## config.mk

```make
export PLATFORM = sky130hd
export DESIGN_NAME = dar_arb
export DESIGN_NICKNAME = d
export VERILOG_FILES = /design/src/rtl/dar_pkg.sv /design/src/rtl/rr_arb2.sv /design/src/rtl/dar_arb.sv
export SDC_FILE = /design/constraint.sdc
export NUM_CORES = 1
export LEC_CHECK = 0
export CAP_MARGIN = 20
export CORE_MARGIN = 2
export CORE_UTILIZATION = 43
export DETAILED_ROUTE_END_ITERATION = 8
export MAX_ROUTING_LAYER = met4
export PLACE_DENSITY_LB_ADDON = 0.25
export SLEW_MARGIN = 10
export SYNTH_ARGS = -nofsm -noshare
export SYNTH_HDL_FRONTEND = slang
export SYNTH_SLANG_ARGS = --single-unit
```

## constraint.sdc

```tcl
create_clock -name clk -period 2.85 [get_ports clk]
set_clock_uncertainty 0.1 [all_clocks]
set_input_delay 0.7125 -clock clk [delete_from_list [all_inputs] [get_ports clk]]
set_output_delay 0.7125 -clock clk [all_outputs]
set_load 0.005 [all_outputs]
```

## src/rtl/dar_pkg.sv

```systemverilog
// Shared types and constants for the dar register-file arbiter.
package dar_pkg;

  typedef enum logic {
    IDLE   = 1'b0,
    ACCESS = 1'b1
  } dar_arb_state_t;

  localparam logic REQ_A = 1'b0;
  localparam logic REQ_B = 1'b1;

  localparam int DEF_DATA_W = 8;
  localparam int DEF_ADDR_W = 2;

endpackage

```

## src/rtl/rr_arb2.sv

```systemverilog
// Two-way round-robin picker; the last-served pointer is owned by the caller.
module rr_arb2
  import dar_pkg::*;
(
  input  logic       en,
  input  logic [1:0] req,
  input  logic       last_srv,
  output logic [1:0] gnt,
  output logic       winner
);

  // Under contention the requester that was not served last takes the slot.
  always_comb begin
    winner = REQ_A;
    if (req[0] && req[1]) begin
      winner = (last_srv == REQ_A) ? REQ_B : REQ_A;
    end else if (req[1]) begin
      winner = REQ_B;
    end
    gnt[0] = en & req[0] & (winner == REQ_A);
    gnt[1] = en & req[1] & (winner == REQ_B);
  end

endmodule

```

## src/rtl/dar_arb.sv

```systemverilog
// Round-robin arbiter/sequencer serialising two requesters onto the dar register file port.
module dar_arb
  import dar_pkg::*;
#(
  parameter int DATA_W = DEF_DATA_W,
  parameter int ADDR_W = DEF_ADDR_W
) (
  input  logic              clk,
  input  logic              rst_n,
  input  logic              a_req,
  input  logic              a_we,
  input  logic [ADDR_W-1:0] a_addr,
  input  logic [DATA_W-1:0] a_wdata,
  output logic              a_gnt,
  output logic              a_rvalid,
  output logic [DATA_W-1:0] a_rdata,
  input  logic              b_req,
  input  logic              b_we,
  input  logic [ADDR_W-1:0] b_addr,
  input  logic [DATA_W-1:0] b_wdata,
  output logic              b_gnt,
  output logic              b_rvalid,
  output logic [DATA_W-1:0] b_rdata,
  output logic              rf_w_en,
  output logic              rf_r_en,
  output logic [ADDR_W-1:0] rf_addr,
  output logic [DATA_W-1:0] rf_data_in,
  input  logic [DATA_W-1:0] rf_data_out
);

  dar_arb_state_t state;
  logic           last_srv;
  logic           cmd_id;
  logic           winner;
  logic [1:0]     gnt_vec;
  logic           sel_we;
  logic [ADDR_W-1:0] sel_addr;
  logic [DATA_W-1:0] sel_wdata;

  rr_arb2 u_rr (
    .en       (state == IDLE),
    .req      ({b_req, a_req}),
    .last_srv (last_srv),
    .gnt      (gnt_vec),
    .winner   (winner)
  );

  assign a_gnt = gnt_vec[0];
  assign b_gnt = gnt_vec[1];

  assign sel_we    = (winner == REQ_A) ? a_we    : b_we;
  assign sel_addr  = (winner == REQ_A) ? a_addr  : b_addr;
  assign sel_wdata = (winner == REQ_A) ? a_wdata : b_wdata;

  // The registered rf_* outputs double as the latched command during ACCESS.
  always_ff @(posedge clk or negedge rst_n) begin
    if (!rst_n) begin
      state      <= IDLE;
      last_srv   <= REQ_B;
      cmd_id     <= REQ_A;
      rf_w_en    <= 1'b0;
      rf_r_en    <= 1'b0;
      rf_addr    <= '0;
      rf_data_in <= '0;
      a_rvalid   <= 1'b0;
      b_rvalid   <= 1'b0;
      a_rdata    <= '0;
      b_rdata    <= '0;
    end else begin
      a_rvalid <= 1'b0;
      b_rvalid <= 1'b0;
      if (state == IDLE) begin
        if (|gnt_vec) begin
          state      <= ACCESS;
          last_srv   <= winner;
          cmd_id     <= winner;
          rf_w_en    <= sel_we;
          rf_r_en    <= !sel_we;
          rf_addr    <= sel_addr;
          rf_data_in <= sel_wdata;
        end
      end else begin
        state      <= IDLE;
        rf_w_en    <= 1'b0;
        rf_r_en    <= 1'b0;
        rf_addr    <= '0;
        rf_data_in <= '0;
        if (rf_r_en) begin
          if (cmd_id == REQ_A) begin
            a_rdata  <= rf_data_out;
            a_rvalid <= 1'b1;
          end else begin
            b_rdata  <= rf_data_out;
            b_rvalid <= 1'b1;
          end
        end
      end
    end
  end

endmodule

```

==> impl_metrics.csv <==
group,metric,value,unit
run_status,status,"complete, no violations",
routing,wl_per_cell,13.8,µm
final_layout,syn_to_final_growth,55.5,%
cts,clock_sinks,33,
cts,cts_made_buffers,5,
floorplanning,ios,66,
power_and_ir_drop,leakagePower,0.950,nW
place,routabilityCongestion,0.698,
hold_path,min_path_type,"reg2reg",
sta,drv_slew,0,
floorplanning,row_count,20,
cts,cts_hold_buf,0,
floorplanning,die_y,60.8,µm
routing,vias,1067,
routing,antenna_left,0,
place,dpl.hpwl,2340,µm
sta,slew_headroom,66.9,%
floorplanning,die_x,60.8,µm
final_layout,num-fill-cells,240,
synth,yosysSeqAreaShare,59.7,%
routing,routed_wl,3040,µm
synth,post_synth_num_cell_types,23,
final_layout,layout.nets,209,
final_layout,multi_input_area,509,µm²
sta,period_needed,2.60,ns
sta,rsz0062_at_grt,"no",
sta,max_freq,385,MHz
routing,drt-initial-drc-count,32,
grt,antenna_found_initial,0,
power_and_ir_drop,total_power,1.53,mW
cts,cts_tree,"done",
grt,grt_pass1_wl,5050,µm
setup_path,cp.arrival,1.78,ns
final_layout,layout-drive-gt1-share,21.0,%
setup_path,worstSetupPathType,"in2out",
cts,h-tree-depth,2,
power_and_ir_drop,ir_worst_vdd,377,µV
sta,timing.final.crit_share,91.1,%
setup_path,start_kind,"primary input",
power_and_ir_drop,power.density,710,mW/mm²
cts,cts_buffer_depth,2,
routing,first_pass_iters,3,
run,cap_violations,0,
sta,finalSetupTns,0,ns
cts,clock_latency,0.31,ns
routing,via_per_inst,4.85,
synth,syn_area_per_cell,13.9,µm²
cts,path_clk_slew,0.09,ns
grt,grt.total_usage,19.6,%
final_layout,seq_area,827,µm²
routing,drc_errors,0,
grt,grt_max_degree,34,
sta,worst_pin_slew,0.493,ns
grt,grt_overflow,0,
synth,yosys_warnings,0,
floorplanning,initial_core_util,45.4,%
sta,hold_viol_final,0,
floorplanning,core_area,0.00305,mm²
synth,syn-instance-count,100,
floorplanning,dieArea,0.00369,mm²
final_layout,antenna_cells,0,
synth,synth_nets,134,
final_layout,fin_util,70.6,%
setup_path,critPathCaptureType,"output port",
synth,synth_seq_cells,33,
grt,grt_pass1_vias,1108,
sta,setup_violations,0,
place,portBuffers,65,
setup_path,cp_data_required_time,2.04,ns
cts,cts_root_buffer,"clkbuf_4",
setup_path,critPathMaxFanout,4,
synth,netlist_area,0.00139,mm²
## stage by stage
step | hold WS (ns) | instance area (µm²) | cells | worst slack, ns
after floorplan | 0.317 | 1390 | 100 | 0.723
after global placement | 0.386 | 2100 | 212 | -0.0592
after detailed placement | 0.395 | 2100 | 212 | -0.0500
after CTS | 0.416 | 2150 | 220 | 0.0188
after global routing | 0.429 | 2160 | 220 | 0.206
final | 0.411 | 2160 | 220 | 0.254
## kinds of logic after synthesis
family                 Yosys count  synth area share (%)
muxes                           17                  13.7
AOI/OAI and AO/OA               17                  11.0
buffers and inverters            7                  3.79
DFF                             33                  59.7
and+or+nand+nor                 26                  11.8
## flip-flops by register name, indices dropped and copies added (netlist names)
signal      flops
a_rdata         8
b_rdata         8
rf_data_in      8
rf_addr         2
a_rvalid        1
b_rvalid        1
cmd_id          1
last_srv        1
rf_r_en         1
rf_w_en         1
state           1
## power by group
group          leakage (nW)  switching (mW)  internal [mW]
Clock                0.0265           0.140         0.0983
Sequential            0.404          0.0847          0.623
Combinational         0.520           0.167          0.417
## per-layer routing
metal	vias to the layer above	wire, µm	GRT usage (%)
li1	508	-	-
met1	506	1270	23.0
met2	48	1500	31.2
met3	5	249	6.82
met4	0	31	6.83
met5	-	0	-
## cell type report
class	count	share of cell area, %
multi-input combinational	60	23.6
sequential	33	38.4
tap	44	2.55
timing repair buffer	72	32.7
inverter	3	0.522
clock buffer	8	2.26
## layout by cell type (no fill, tap or decap), types with 2 or more instances in the layout
master / n
clkbuf_1: 3
nor2_1: 2
clkbuf_4: 5
a221o_1: 10
buf_4: 7
and2_1: 10
nand2_1: 3
o21ai_0: 3
nand2b_1: 4
inv_1: 3
mux2_2: 16
clkdlybuf4s50_1: 63
dfrtp_1: 32
## worst paths after layout
kind | from | to | slack, ns | cells past startpoint
max in group asynchronous | rst_n | last_srv | 1.64 | 2
worst min-delay path | a_rdata[3] | a_rdata[3] | 0.41 | 1
min in group asynchronous | rst_n | a_rdata[4] | 0.69 | 2
worst max register to register | state | rf_data_in[0] | 1.36 | 4
worst max-delay path | b_req | a_gnt | 0.25 | 4
worst min register to register | a_rdata[3] | a_rdata[3] | 0.41 | 1
## synthesized netlist by cell type
cell type / instances / area share (%)
a221o_1: 10 / 7.2
a21oi_2: 1 / 0.63
and2b_4: 1 / 0.72
or2_2: 1 / 0.45
a221oi_1: 1 / 0.63
dfstp_2: 1 / 1.9
inv_1: 3 / 0.81
buf_4: 1 / 0.54
nand2b_1: 4 / 1.8
dfrtp_1: 32 / 58
o21ai_0: 3 / 1.1
nor3_2: 1 / 0.72
a2111oi_2: 1 / 1.1
nor2_1: 3 / 0.81
and3_1: 1 / 0.45
nand3_2: 1 / 0.72
nand2_1: 3 / 0.81
a21oi_1: 1 / 0.36
and2_1: 10 / 4.5
mux2i_1: 1 / 0.72
buf_6: 3 / 2.4
mux2_2: 16 / 13
nand3b_2: 1 / 0.81
## critical path: stages
cell	delay, ns
clkdlybuf4s50_1	0.48
and2b_4	0.20
nor2_2	0.13
dlygate4sd2_1	0.26
## timing repair
action	4_1_cts	5_1_grt
endpoints found under the setup margin	1	1
setup buffers	0	0
resized for setup	2	1
No activity file was read; power rests on OpenSTA's default activity.
